File: src/rtl/pipe_pkg.sv
// -----------------------------------------------------------------------------
// pipe_pkg
// Shared definitions for the pipeline inter-stage registers:
//   - default widths for data words, tag field, control vector and counters
//   - ID/EX control-vector bit positions
//   - 2-bit ALU-op encoding carried in the EX control field
// No ports (package).
// -----------------------------------------------------------------------------
package pipe_pkg;

   // Default widths (ID/EX flavour of the stage register)
   localparam int DATA_W_DEF  = 32;
   localparam int N_WORDS_DEF = 4;   // pc, rs1 data, rs2 data, imm
   localparam int TAG_W_DEF   = 9;   // funct 4 + rd 5
   localparam int CTRL_W_DEF  = 8;   // WB 2 + MEM 3 + EX 3
   localparam int CNT_W_DEF   = 16;

   // ID/EX control-vector bit indices
   localparam int CTRL_WB_REG_WRITE  = 7;
   localparam int CTRL_WB_MEM_TO_REG = 6;
   localparam int CTRL_M_BRANCH      = 5;
   localparam int CTRL_M_MEM_READ    = 4;
   localparam int CTRL_M_MEM_WRITE   = 3;
   localparam int CTRL_EX_ALU_OP_HI  = 2;
   localparam int CTRL_EX_ALU_OP_LO  = 1;
   localparam int CTRL_EX_ALU_SRC    = 0;

   // ALU-op encoding in ctrl[CTRL_EX_ALU_OP_HI:CTRL_EX_ALU_OP_LO]
   typedef enum logic [1:0] {
      ALU_OP_ADD    = 2'b00,   // loads/stores: address add
      ALU_OP_BRANCH = 2'b01,   // branch compare (subtract)
      ALU_OP_FUNCT  = 2'b10,   // R-type: decode funct bits
      ALU_OP_RSVD   = 2'b11
   } alu_op_e;

   // Extract the ALU-op field from an ID/EX control vector
   function automatic alu_op_e ctrl_alu_op(input logic [CTRL_W_DEF-1:0] ctrl);
      return alu_op_e'(ctrl[CTRL_EX_ALU_OP_HI:CTRL_EX_ALU_OP_LO]);
   endfunction

endpackage : pipe_pkg

File: src/rtl/sat_counter.sv
// -----------------------------------------------------------------------------
// sat_counter
// Saturating up-counter used for the stage performance counters. Counts one
// per clock while inc is high, sticks at all-ones, never wraps.
// Ports:
//   clock  in   rising-edge clock
//   reset  in   synchronous active-high reset, clears count
//   inc    in   increment request for this edge
//   count  out  current count (CNT_W bits)
// -----------------------------------------------------------------------------
module sat_counter
   import pipe_pkg::*;
#(
   parameter int CNT_W = CNT_W_DEF
) (
   input  logic             clock,
   input  logic             reset,
   input  logic             inc,
   output logic [CNT_W-1:0] count
);

   // NOTE: sequential state uses non-blocking assignments so every flop
   // samples pre-edge values regardless of process ordering.
   always_ff @(posedge clock) begin
      if (reset) begin
         count <= '0;
      end else if (inc && (count != '1)) begin
         count <= count + CNT_W'(1);
      end
   end

endmodule : sat_counter

File: src/rtl/pipe_stage_reg.sv
// -----------------------------------------------------------------------------
// pipe_stage_reg
// Parametrised inter-stage pipeline register (IF/ID, ID/EX, EX/MEM, MEM/WB).
// Carries N_WORDS data words, a tag field and a control vector plus a valid
// bit. Hazard unit controls: stall holds the stage, flush writes a bubble.
// Edge priority: reset > flush > stall > load. A bubble always carries an
// all-zero control vector, so nothing downstream can write or branch.
//
// Build option: define PIPE_STAGE_PERF_EN to instantiate the saturating
// stall/bubble counters; otherwise both counter outputs are tied to zero.
// The port list is identical in both builds.
//
// Ports:
//   clock         in   rising-edge clock
//   reset         in   synchronous active-high reset
//   stall         in   hold all stage contents this cycle
//   flush         in   replace stage contents with a bubble this cycle
//   in_valid      in   upstream slot holds a real instruction
//   in_words      in   packed data words, word 0 in the LSBs
//   in_tag        in   tag field (funct/rd bits)
//   in_ctrl       in   control vector
//   out_valid     out  registered valid
//   out_words     out  registered data words
//   out_tag       out  registered tag
//   out_ctrl      out  registered control, zero whenever out_valid = 0
//   stall_count   out  edges with stall applied (saturating)
//   bubble_count  out  bubbles written into the stage (saturating)
// -----------------------------------------------------------------------------
module pipe_stage_reg
   import pipe_pkg::*;
#(
   parameter int DATA_W  = DATA_W_DEF,
   parameter int N_WORDS = N_WORDS_DEF,
   parameter int TAG_W   = TAG_W_DEF,
   parameter int CTRL_W  = CTRL_W_DEF,
   parameter int CNT_W   = CNT_W_DEF
) (
   input  logic                      clock,
   input  logic                      reset,
   input  logic                      stall,
   input  logic                      flush,
   input  logic                      in_valid,
   input  logic [N_WORDS*DATA_W-1:0] in_words,
   input  logic [TAG_W-1:0]          in_tag,
   input  logic [CTRL_W-1:0]         in_ctrl,
   output logic                      out_valid,
   output logic [N_WORDS*DATA_W-1:0] out_words,
   output logic [TAG_W-1:0]          out_tag,
   output logic [CTRL_W-1:0]         out_ctrl,
   output logic [CNT_W-1:0]          stall_count,
   output logic [CNT_W-1:0]          bubble_count
);

   // Stage register. A flush leaves words/tag untouched: they are don't-care
   // while out_valid is low and holding them saves enable logic.
   // NOTE: the payload registers are reset too, because their reset value
   // (all zero) is visible on the outputs and downstream may sample it.
   always_ff @(posedge clock) begin
      if (reset) begin
         out_valid <= 1'b0;
         out_words <= '0;
         out_tag   <= '0;
         out_ctrl  <= '0;
      end else if (flush) begin
         out_valid <= 1'b0;
         out_ctrl  <= '0;
      end else if (!stall) begin
         out_valid <= in_valid;
         out_words <= in_words;
         out_tag   <= in_tag;
         out_ctrl  <= in_valid ? in_ctrl : '0;
      end
   end

`ifdef PIPE_STAGE_PERF_EN
   logic stall_inc;
   logic bubble_inc;

   // A bubble is written by a flush, or by a load of an empty upstream slot.
   assign stall_inc  = !reset && stall && !flush;
   assign bubble_inc = !reset && (flush || (!stall && !in_valid));

   sat_counter #(.CNT_W(CNT_W)) u_stall_cnt (
      .clock (clock),
      .reset (reset),
      .inc   (stall_inc),
      .count (stall_count)
   );

   sat_counter #(.CNT_W(CNT_W)) u_bubble_cnt (
      .clock (clock),
      .reset (reset),
      .inc   (bubble_inc),
      .count (bubble_count)
   );
`else
   assign stall_count  = '0;
   assign bubble_count = '0;
`endif

endmodule : pipe_stage_reg

File: config.mk
export PLATFORM = sky130hd
export DESIGN_NAME = pipe_stage_reg
export DESIGN_NICKNAME = d
export VERILOG_FILES = /design/src/rtl/pipe_pkg.sv /design/src/rtl/sat_counter.sv /design/src/rtl/pipe_stage_reg.sv
export SDC_FILE = /design/constraint.sdc
export NUM_CORES = 1
export LEC_CHECK = 0
export ABC_AREA = 1
export BUFFER_PORTS_ARGS = -buffer_cell sky130_fd_sc_hd__buf_2
export CORE_AREA = 2 2 126 128
export CTS_CLUSTER_DIAMETER = 50
export DETAILED_ROUTE_END_ITERATION = 8
export DIE_AREA = 0 0 128 130
export PLACE_DENSITY = 0.76
export REMOVE_ABC_BUFFERS = 1
export SKIP_CTS_REPAIR_TIMING = 1
export SLEW_MARGIN = 20
export SYNTH_ARGS = -nofsm -noshare
export SYNTH_HDL_FRONTEND = slang
export SYNTH_SLANG_ARGS = --single-unit
export TNS_END_PERCENT = 10
File: constraint.sdc
create_clock -name clock -period 0.8 [get_ports clock]
set_input_delay 0.08 -clock clock [delete_from_list [all_inputs] [get_ports clock]]
set_output_delay 0.08 -clock clock [all_outputs]
set_load 0.03 [all_outputs]
=== Yosys cells after proc, flatten, opt, wreduce, memory -nomap -nowiden ===
Cells that the tools add are included.

* Flip-flop bits (word level): 146
* Output and inout port bits: 178

* Bitwise operators: 2
* Reductions and logical operators: 2
* Multiplexer cells: 1

{| class="wikitable"
|+ Operator list
! cell !! count
|-
| $mux W8 || 1
|-
| $not A1 Y1 || 2
|-
| $reduce_and A2 Y1 || 1
|-
| $reduce_or A2 Y1 || 1
|}

=== Logic depth before layout (Yosys ltp) ===
* Word-level depth: 2
* Depth in mapped cells: 6

=== Least setup slack after synthesis ===
No wires, ideal clock.

* Path kind: input-to-reg
* From: in stall
* To: reg out_words[10]
* Stages: 6
* Arrival: 0.677 ns
* Buffers on the path: 2
* Path slack: 0.010 ns
* Cell sequence: nor2_2 > buf_4 > buf_4 > nand2_1 > nand2_1 > nor2_1

* Cells in the longest elaborated chain, start to end: 2

{| class="wikitable"
|+ Ends and longest elaborated chain
! item !! line !! source
|-
| start, declared || pipe_stage_reg.sv:40 || <nowiki>input logic stall,</nowiki>
|-
| $not A1 Y1 (no line) || -- ||
|-
| $reduce_and A2 Y1 (no line) || -- ||
|-
| end signal, assigned || pipe_stage_reg.sv:69 || <nowiki>out_words <= in_words;</nowiki>
|-
| end, declared || pipe_stage_reg.sv:47 || <nowiki>output logic [N_WORDS*DATA_W-1:0] out_words,</nowiki>
|}

No other way between the ends.
A chain may end at the register's enable or synchronous reset.

=== Worst setup path after layout ===
* From: reg out_words[112]
* To: out out_words[112]

No word-level cell between the ends.

==> summary.txt <==
Final layout
  • Layout cell share with drive strength beyond 1: 36.8%
  • Fillers: 972
  • Nets: 1,521
  • Most frequent cells in the layout: nand2_1, nor2_1, buf_2
  • Final non-filler cell area: 10,900 um^2
  • Area Overhead vs Synth: 76.7%
  • ANT cells: 0
  • Commonest non-fill, non-tap cell in the layout: nand2_1
  • Storage element area: 3110 um^2
  • Multi-input logic area: 2320 um^2
  • Finished Core Util: 70.8%

Setup path
  • Crit Path Category: flop to output pin
  • Critical Path RT: 0.72 ns
  • Startpoint types: flop
  • CP Data Arrival Time: 0.91 ns
  • FF-to-FF path depth: 3
  • Critical path peak fanout: 2
  • Max stage delay on crit path: 0.36 ns
  • Delay-heaviest family, CP: flip-flops
  • Worst Path Buf+Inv: 1
  • CP cell instances: buf_6
  • Setup crit end kind: output pin
  • Cell depth of the worst setup path: 1
  • Worst path slowest cell: dfxtp_2

Clocking
  • Root Buffer: clkbuf_16
  • Clock slew at reported path FFs: 0.06 ns
  • Clock Sink Count: 146
  • Cts bufs inserted: 17
  • Clock Tree Buf Depth: 2
  • Clk Latency, worst-skew pair: 0.41 ns
  • CTS H-tree lvls: 4
  • CTS tree: built

Place
  • DP HPWL: 11,300 um
  • Dpl cell area: 7880 um^2
  • # port buffers: 295
  • GP Congestion: 0.797

STA
  • Unrepaired setup endpoints after global routing: yes
  • Hold Fails Final Rpt: 10
  • PnR worst setup slack: -0.195 ns
  • Minimum clock period: 0.995 ns
  • Fmax: 1010 MHz
  • Fin Hold WS: -0.0327 ns
  • Part of the cycle the worst path needs: 124%
  • Layout Skew: 0 ns
  • Max-slew violation count: 0
  • Setup violators final: 146

Drt
  • Post-route ant nets: 0
  • Routed wire length: 21,900 um
  • Wire length per cell: 13.9 um
  • 1st-pass router iterations: 6
  • Vias per cell: 4.52
  • Initial DRC Count: 285
  • Routed via count: 7,126
  • DRC viols: 0

Outcome
  • Status: finished, violations left
  • Failing checks: negative hold slack, negative setup slack

Synth
  • Seq/Total Area, Yosys: 47.3%
  • Dominant cell type by area after synthesis: dfxtp_1
  • Warning count from the yosys run: 0
  • Yosys top cell area share: 47.3%
  • Post-synthesis cell count: 943
  • Yosys cell types: 15
  • Ranking of synthesized cells by area: dfxtp_1, nand2_1, nor2_1
  • Synth Register Bits: 146
  • Syn Area/Cell: 6.55 um^2
  • Post-Syn Area: 6180 um^2

Pwr
  • Peak VDD IR: 0.00124 V
  • Pleak: 5.79 nW
  • Pwr/cell area: 2010 nW/um^2

Global route
  • Gr usage total: 17.3%
  • Wire length of the first global-routing pass: 23,000 um
  • Largest net degree at the start of global routing: 42
  • Vias in the first global route: 5,116
  • GR Overflow Total: 0
  • Initial antenna violation count: 0

Floorplanning
  • Die X: 128 um
  • Initial core utilization: 40.1%
  • Die H: 130 um
  • # rows: 46
  • IO Pins: 328
  • CORE AREA: 15,400 um^2
  • Die area: 16,600 um^2

Worst hold path
  • Hold path depth: 5
  • Hold crit path type: primary input to flop

Run
  • Max Cap Viol: 0
routing by layer:
layer	GRT usage, %	wire, um	vias to the layer above
li1	-	-	3478
met3	5.95	1770	106
met2	30.3	11600	368
met5	0	0	-
met1	18.7	7310	3174
met4	8.47	1220	0
where the power goes:
| group | leakage, nW | switching (mW) | internal [mW] | total [mW] |
|---|---|---|---|---|
| registers | 1.26 | 0.349 | 7.84 | 8.19 |
| logic | 4.22 | 2.57 | 2.12 | 4.69 |
| clock network | 0.310 | 3.19 | 5.86 | 9.05 |
metrics by stage:
step	power, mW	setup TNS [ns]	setup slack, ns	std cells
after floorplan	10.5	-643.50	-4.70	894
after global placement	11.5	-28.83	-0.238	1416
after detailed placement	11.6	-30.12	-0.267	1416
after CTS	20.6	-36.14	-0.301	1448
after global routing	22.7	-28.41	-0.236	1576
final	21.9	-23.58	-0.195	1576
final cells by class:
| type | instances | area share [%] |
|---|---|---|
| Tap cell | 192 | 2.20 |
| Inverter | 139 | 4.80 |
| Multi-Input combinational cell | 609 | 21.2 |
| Sequential cell | 146 | 28.4 |
| Timing Repair Buffer | 458 | 37.3 |
| Clock inverter | 13 | 2.13 |
| Clock buffer | 19 | 3.96 |
kinds of logic (layout without fill, tap and decap cells):
logic type / count (synthesis) / in the layout / synth area share [%]
and+or+nand+nor: 568 / 568 / 34.7
buffers and inverters: 219 / 629 / 17.2
DFF: 146 / 146 / 47.3
AOI/OAI and AO/OA: 9 / 9 / 0.729
other: 1 / 32 / 0.0607
final timing paths:
path,to,slack [ns],start
setup / recovery,out_words[112],-0.19,out_words[112]
hold / removal,out_words[61],-0.03,in_words[61]
setup reg to reg,out_words[49],0.11,out_words[49]
hold reg to reg,out_ctrl[4],0.48,out_ctrl[4]
flip-flops by register name (all words and copies together) (netlist names):
register / count
out_tag: 9
out_ctrl: 8
out_valid: 1
out_words: 128
cells in the mapped netlist:
library cell  count
nand2_1         284
nor2_1          274
dfxtp_1         146
inv_1           138
buf_4            57
buf_2            15
a21oi_1           9
nand3_1           8
clkbuf_1          6
buf_1             1
buf_6             1
clkinv_1          1
conb_1            1
nor2_2            1
or2_2             1
Power figures use the tool's default switching activity.
